[config.mk]
export PLATFORM = sky130hd
export DESIGN_NAME = mips_wb_scoreboard
export DESIGN_NICKNAME = d
export VERILOG_FILES = /design/src/rtl/mips_wb_scoreboard.sv
export SDC_FILE = /design/constraint.sdc
export NUM_CORES = 1
export LEC_CHECK = 0
export BUFFER_PORTS_ARGS = -buffer_cell sky130_fd_sc_hd__buf_4
export CAP_MARGIN = 20
export CORE_UTILIZATION = 56
export CTS_CLUSTER_DIAMETER = 30
export DETAILED_ROUTE_END_ITERATION = 10
export HOLD_SLACK_MARGIN = 0.08
export PLACE_DENSITY = 0.77
export SYNTH_ARGS = -nofsm -noshare
export SYNTH_HDL_FRONTEND = slang
export SYNTH_SLANG_ARGS = --single-unit
[constraint.sdc]
create_clock -name clk -period 5 [get_ports clk]
set_clock_uncertainty 0.15 [all_clocks]
set_input_delay 1 -clock clk [delete_from_list [all_inputs] [get_ports clk]]
set_output_delay 1 -clock clk [all_outputs]
set_load 0.05 [all_outputs]
[src/rtl/mips_wb_scoreboard.sv]
// Register-writeback scoreboard: counts outstanding writes per architectural
// register and holds issue while a source or destination resource is busy.
module mips_wb_scoreboard #(
  parameter int CNT_W        = 2,
  parameter int MAX_INFLIGHT = 8,
  parameter int INF_W        = 4
) (
  input  logic             clk,
  input  logic             rst_n,
  input  logic             issue_valid,
  input  logic [4:0]       issue_rs,
  input  logic             issue_rs_used,
  input  logic [4:0]       issue_rt,
  input  logic             issue_rt_used,
  input  logic             issue_wr_en,
  input  logic [4:0]       issue_wr_addr,
  output logic             issue_ready,
  input  logic             wb_valid,
  input  logic [4:0]       wb_addr,
  output logic [31:0]      pending,
  output logic [INF_W-1:0] inflight,
  output logic             wb_err
);

  localparam logic [CNT_W-1:0] CNT_MAX = {CNT_W{1'b1}};
  localparam logic [INF_W-1:0] INF_MAX = INF_W'(MAX_INFLIGHT);

  // Entry 0 is a constant zero so $0 lookups need no special casing.
  logic [CNT_W-1:0] cnt_view [32];
  logic [INF_W-1:0] inflight_reg;
  logic             wb_err_reg;

  logic rs_haz, rt_haz, wr_block, issue_fire, trk, ret, wb_bad;

  always_comb begin
    rs_haz      = issue_rs_used && (issue_rs != 5'd0) && (cnt_view[issue_rs] != '0);
    rt_haz      = issue_rt_used && (issue_rt != 5'd0) && (cnt_view[issue_rt] != '0);
    wr_block    = issue_wr_en && (issue_wr_addr != 5'd0) &&
                  ((cnt_view[issue_wr_addr] == CNT_MAX) || (inflight_reg == INF_MAX));
    issue_ready = rst_n && !rs_haz && !rt_haz && !wr_block;
    issue_fire  = issue_valid && issue_ready;
    trk         = issue_fire && issue_wr_en && (issue_wr_addr != 5'd0);
    ret         = wb_valid && (wb_addr != 5'd0) && (cnt_view[wb_addr] != '0);
    wb_bad      = wb_valid && (wb_addr != 5'd0) && (cnt_view[wb_addr] == '0);
  end

  assign cnt_view[0] = '0;
  assign pending[0]  = 1'b0;

  generate
    for (genvar gi = 1; gi < 32; gi++) begin : g_cnt
      logic [CNT_W-1:0] cnt_reg;
      logic             trk_hit, ret_hit;

      assign trk_hit = trk && (issue_wr_addr == 5'(gi));
      assign ret_hit = ret && (wb_addr == 5'(gi));

      // A simultaneous issue and retire on the same register cancel out.
      always_ff @(posedge clk or negedge rst_n) begin
        if (!rst_n)
          cnt_reg <= '0;
        else if (trk_hit && !ret_hit)
          cnt_reg <= cnt_reg + 1'b1;
        else if (ret_hit && !trk_hit)
          cnt_reg <= cnt_reg - 1'b1;
      end

      assign cnt_view[gi] = cnt_reg;
      assign pending[gi]  = (cnt_reg != '0);
    end
  endgenerate

  always_ff @(posedge clk or negedge rst_n) begin
    if (!rst_n) begin
      inflight_reg <= '0;
      wb_err_reg   <= 1'b0;
    end else begin
      inflight_reg <= inflight_reg + INF_W'(trk) - INF_W'(ret);
      if (wb_bad)
        wb_err_reg <= 1'b1;
    end
  end

  assign inflight = inflight_reg;
  assign wb_err   = wb_err_reg;

endmodule

# == After elaboration in Yosys (flattened, before gate mapping) ==
# Index checks and enable logic that the tools add are counted.
# W data, S select, Z words.
# word_totals
regBits,67
input_bits,27
output_inout_bits,38
elab_cells,518
# classes
n_addsub,64
n_lt_le_gt_ge,4
eq_ne,64
n_mux,74
n_bitwise,4
n_reduce_logical,275
# ops
operator,n
$eq A5 B5 Y1 const B,32
$mux W2,70
$logic_and A1 B1 Y1,139
$reduce_bool A2 Y1,65
$eq A5 B4 Y1 const B,16
$logic_not A1 Y1,65
$add A2 B1 Y2 const B,31
$sub A2 B1 Y2 const B,31
$bmux W2 S5,4
$eq A5 B3 Y1 const B,8
$ge A6 B6 Y1 const B,4
$not A5 Y6,4
$eq A5 B2 Y1 const B,4
$reduce_bool A5 Y1,4
$eq A5 B1 Y1 const B,2
$add A4 B1 Y4,1
$eq A4 B4 Y1 const B,1
$sub A4 B1 Y4,1
$eq A2 B2 Y1 const B,1
$logic_not A2 Y1,1
$logic_or A1 B1 Y1,1

# == Longest topological paths before layout ==
# logic_depth
depth_word,18
mapped_depth,15
ltp_nobuf,13

# == Worst setup path before layout ==
# Ideal clock, no wire load.
# synth_timing
path_kind,input to output
from,input port issue_rs[0]
to,output port issue_ready
arrival_time_ns,3.301
required_ns,3.850
slack_ns,0.549
path_stages,8
path_cell_list,buf_2 -> or4_1 -> o211ai_1 -> a31oi_1 -> a32o_1 -> a211oi_2 -> clkbuf_2 -> nor2b_1
# synth_via
elab_chain_len,10
elab_cells_between_ends,12
cone_classes,3 x mux; 1 x bitwise; 8 x reduce/logical
# synth_lines
element,line_no,text
start: declaration,11,"input logic [4:0] issue_rs,"
$not A5 Y6 (not written as such),36,rs_haz = issue_rs_used && (issue_rs != 5'd0) && (cnt_view[issue_rs] != '0);
$bmux W2 S5,36,
$mux W2 (not written as such) (2 in series),36,
$reduce_bool A2 Y1,36,
$logic_and A1 B1 Y1 *,36,
$logic_not A1 Y1 *,40,issue_ready = rst_n && !rs_haz && !rt_haz && !wr_block;
$logic_and A1 B1 Y1 * (3 in series),40,
end: declaration,17,"output logic issue_ready,"
# Every way passes the cells marked *; elsewhere a longest branch is shown, timed or not. The select of a mux whose other input is x is not followed.

# == Worst setup path in the final report ==
# layout_timing
from,input port issue_rt[1]
to,output port issue_ready
# layout_via
elab_chain_len,9
elab_cells_between_ends,11
cone_classes,3 x mux; 1 x bitwise; 7 x reduce/logical
# layout_lines
element,line_no,text
start: declaration,13,"input logic [4:0] issue_rt,"
$not A5 Y6 (not written as such),37,rt_haz = issue_rt_used && (issue_rt != 5'd0) && (cnt_view[issue_rt] != '0);
$bmux W2 S5,37,
$mux W2 (not written as such) (2 in series),37,
$reduce_bool A2 Y1,37,
$logic_and A1 B1 Y1 *,37,
$logic_not A1 Y1 *,40,
$logic_and A1 B1 Y1 * (2 in series),40,
# Marks and branches as above.

==> metrics list <==
* Fraction of layout cells with a size suffix above 1: approximately a fifth
- Relative contribution of sequential cells to total power: 28.0%
* Clock latency at the later pin of the worst-skew pair: between 0.3 and 0.4 ns
- For this run, design rule violations remaining after detail routing come to 0.
- After clock tree synthesis, the clock-pin slew on the worst setup and hold paths is roughly 0.08 ns.
* Number of antenna violations at the first check in global routing: 0
- For this design the ratio of total power to cell area is 593.2 mW/mm^2.
- TritonCTS built the clock tree.
- Run status: finished, final reports clean
- Reg-to-Reg Start: g_cnt[2].cnt_reg[0]$_DFFE_PN0P_
* Global placement routability congestion: around 0.95
- Per report_power, the combinational group accounts for 58.2% of the total.
- Post-Synthesis Net Count: 643
- Global routing used 31.50% of the available tracks across all layers.
* Setup Crit Path Kind: in2out
- Final setup TNS: 0 ns
- Warnings, synthesis: 0
* Worst path cell trace: buf_4, nor2b_1, a22o_1, a2111oi_0, o41ai_1, a211oi_2, nor2b_1, buf_4
- After clock tree synthesis, the flow added hold-fix buffers numbering 0.
- Hold Crit Class: in2async
- Synth Register Bits: 67
* Top cells by area, synth: dfrtp_1, mux4_2, xor2_1
* Peak VDD IR: between 0.6 and 0.7 mV
* Core Footprint: around 0.01 sq mm
* Post-route worst setup slack: 0.6034 ns
- CP startpoint: issue_rt[1]
- Worst Path Buf+Inv: 2
- The library cell used most frequently in the layout, excluding fill and tap cells, is nor2_1.
* Top cell type's share of synthesized area: around 30%
- The most used flip-flop cell after synthesis is dfrtp_1.
* Per-instance average area after synthesis: roughly 9.7 sq um
- Slew Viols, Final: 0
- Internal portion of total power: 1.900 mW
- The biggest area contributor in the post-synthesis netlist is dfrtp_1.
* Final antenna diode count: 0
- Share of total power consumed by net switching: ~50%
- Maximum level of the CTS H-tree: 3
- Yosys mapped the design onto 63 distinct sky130hd cell types.
- The clock network accounts for between 10% and 20% of the total power.
* Post-CTS setup buffer count: 0
- Register area share after synthesis: 29.83%
* Measured slew at the worst slew-check pin: just under 1 ns
* Count of mapped cells out of synthesis: roughly 580
- The count of buffers added on input and output ports is 63.
- STA classifies the critical path startpoint as an input port.
* Worst slew margin relative to its limit: 34.82%
* Std cell rows: 36
* First-pass GRT wire length: 24.07 mm
* Detailed placement HPWL: 11.75 mm
* Type of destination of the critical path: output port
- From left edge to right edge, the die measures 102.2 microns.
* Number of placed I/O pins: 65
* Kind of cell adding the most delay to the critical path: compound AO/OA/AOI/OAI gates
- CP peak stage delay: 0.69 ns
- The total count of hold-check failures in the final report is 0.
* Commonest cells after routing, fill and taps aside: nor2_1, dfrtp_1, buf_4
- Largest buffer count on any clock path: 2
* Critical Path Slowest Stage Cell: a2111oi_0
- The clock drives between 60 and 70 sinks.
* Final period utilization: around 88%
- Via total after detailed routing: 4,748
- Antenna violation net count after detailed routing: 0
* CP arrival: 3.25 ns
* Max-cap check violation count: 0
* Vias in the first global route: around 4.6k
- Clock tree synthesis selected as its root buffer the cell clkbuf_8.
* EDFF count, synth: 0
* Required time at the worst-slack endpoint: roughly 3.9 ns
- The number of clock buffers added by TritonCTS is 9.
* DRT Wirelength: 15.57 mm
- Number of cells upsized or downsized after cts: 0
- Post-route core utilization: about two thirds
- Area growth from synthesis to layout: 13.36%
- The final layout contains 691 nets.
- Before antenna repair, the detailed router went through 5 iterations.
- Die Outline Area: 0.01044 sq mm
* Pre-CTS WS: 0.7334 ns
* Average detailed-routed wire length per instance: 20.35 microns
* Net switching power: 1.880 mW
- Synthesized cell area: 0.005620 sq mm
* Final Critical Period: 4.397 ns
- Ratio of routed vias to standard cells: 6.207
- Of all nets on the critical path, the largest fanout is 19.
* Number of flip-flops under the largest register name: 62
- Congestion Overflow GR: 0
* Pin count of the biggest net entering global routing: 49
- Of all flip-flops after synthesis, the portion carrying an async set or reset was between 90% and 100%.
- Drt first-iter violations: between 400 and 500
- Setup repair after global routing left no endpoint under its margin.
- From bottom edge to top edge, the die measures 102.2 microns.
- Summed over all cells, the static leakage comes to 3.197 nW.
- For this run, the top clock speed supported by timing is ~230 MHz.
* Initial Util: around 58%
- Setup violations remaining at the end of the flow were counted as 0.
-- power by group through the flow --
stage	sequential [mW]	combinational, mW	clock [mW]
2_1_floorplan	1.04	1.54	0
5_1_grt	1.09	2.33	0.548
4_1_cts	1.05	2.18	0.528
3_5_place_dp	1.06	2.17	0
6_report	1.06	2.20	0.521
3_3_place_gp	1.05	2.12	0
-- final cells by class --
cell class	count	area, sq um
multi-input combinational	439	3636
fill	799	3358
sequential	67	1677
timing repair buffer	67	503.0
tap	133	166.4
inverter	43	161.4
clock buffer	12	155.1
clock inverter	4	72.57
-- worst paths after layout --
check	to	slack [ns]	cells after the start
max reg2reg	inflight[2]$_DFF_PN0_	1.24	12
min in group clk	g_cnt[5].cnt_reg[1]$_DFFE_PN0P_	0.36	1
min reg2reg	g_cnt[5].cnt_reg[1]$_DFFE_PN0P_	0.36	1
min	g_cnt[19].cnt_reg[1]$_DFFE_PN0P_	0.36	1
max in group asynchronous	g_cnt[26].cnt_reg[0]$_DFFE_PN0P_	3.40	2
max	issue_ready	0.60	8
-- kinds of logic (layout without fill, tap and decap cells) --
group                      Yosys count  after routing  share of synthesized area [%]
DFF                                 67             67                          29.83
AOI/OAI and AO/OA                   42             42                          6.056
and+or+nand+nor                    217            217                          19.61
muxes                               47             47                          15.78
xor gates and xnor gates            95             95                          14.80
buffers and inverters               73            126                          5.476
adders and majority gates           37             37                          8.370
other                                1              1                        0.06672
-- synthesized netlist by cell type (4+ instances only) --
master / number
mux4_2: 30
o21ai_0: 4
mux2i_1: 8
nor2b_1: 11
mux2_2: 7
and4_1: 22
dfrtp_1: 67
nand2_1: 44
ha_1: 36
a21oi_1: 4
xnor2_1: 33
buf_2: 8
nor3_1: 22
a22oi_2: 4
and3_1: 12
clkbuf_1: 11
inv_1: 41
xor2_1: 62
clkbuf_2: 4
nor2_1: 82
buf_1: 4
nor3b_1: 4
-- per-stage QoR --
| stage | std cells | power [mW] | cell area (sq um) | hold slack [ns] |
|---|---|---|---|---|
| floorplan | 579 | 2.572 | 5620 | 0.3057 |
| global placement | 749 | 3.175 | 6143 | 0.3247 |
| detailed placement | 749 | 3.233 | 6143 | 0.3335 |
| CTS | 765 | 3.766 | 6371 | 0.3467 |
| global route | 765 | 3.964 | 6371 | 0.3642 |
| finish | 765 | 3.779 | 6371 | 0.3560 |
-- worst reg2reg max path: stages, from the launching register on --
cell and delay, ns:
dfrtp_1 0.45, or2_2 0.34, a22o_1 0.24, a2111oi_0 0.69
o41ai_1 0.22, a211oi_2 0.33, nand3_1 0.14, ha_1 0.32
inv_1 0.06, ha_1 0.15, inv_1 0.06, fa_1 0.38
xnor2_1 0.14
-- per-layer routing --
layer / GRT usage, % / wire (microns) / up-vias
met4: 15.38 / 638 / 0
met5: 0 / 0 / -
met1: 40.72 / 6017 / 2301
met3: 6.772 / 1394 / 64
li1: - / - / 2110
met2: 50.39 / 7520 / 273
Power figures use the tool's default switching activity.
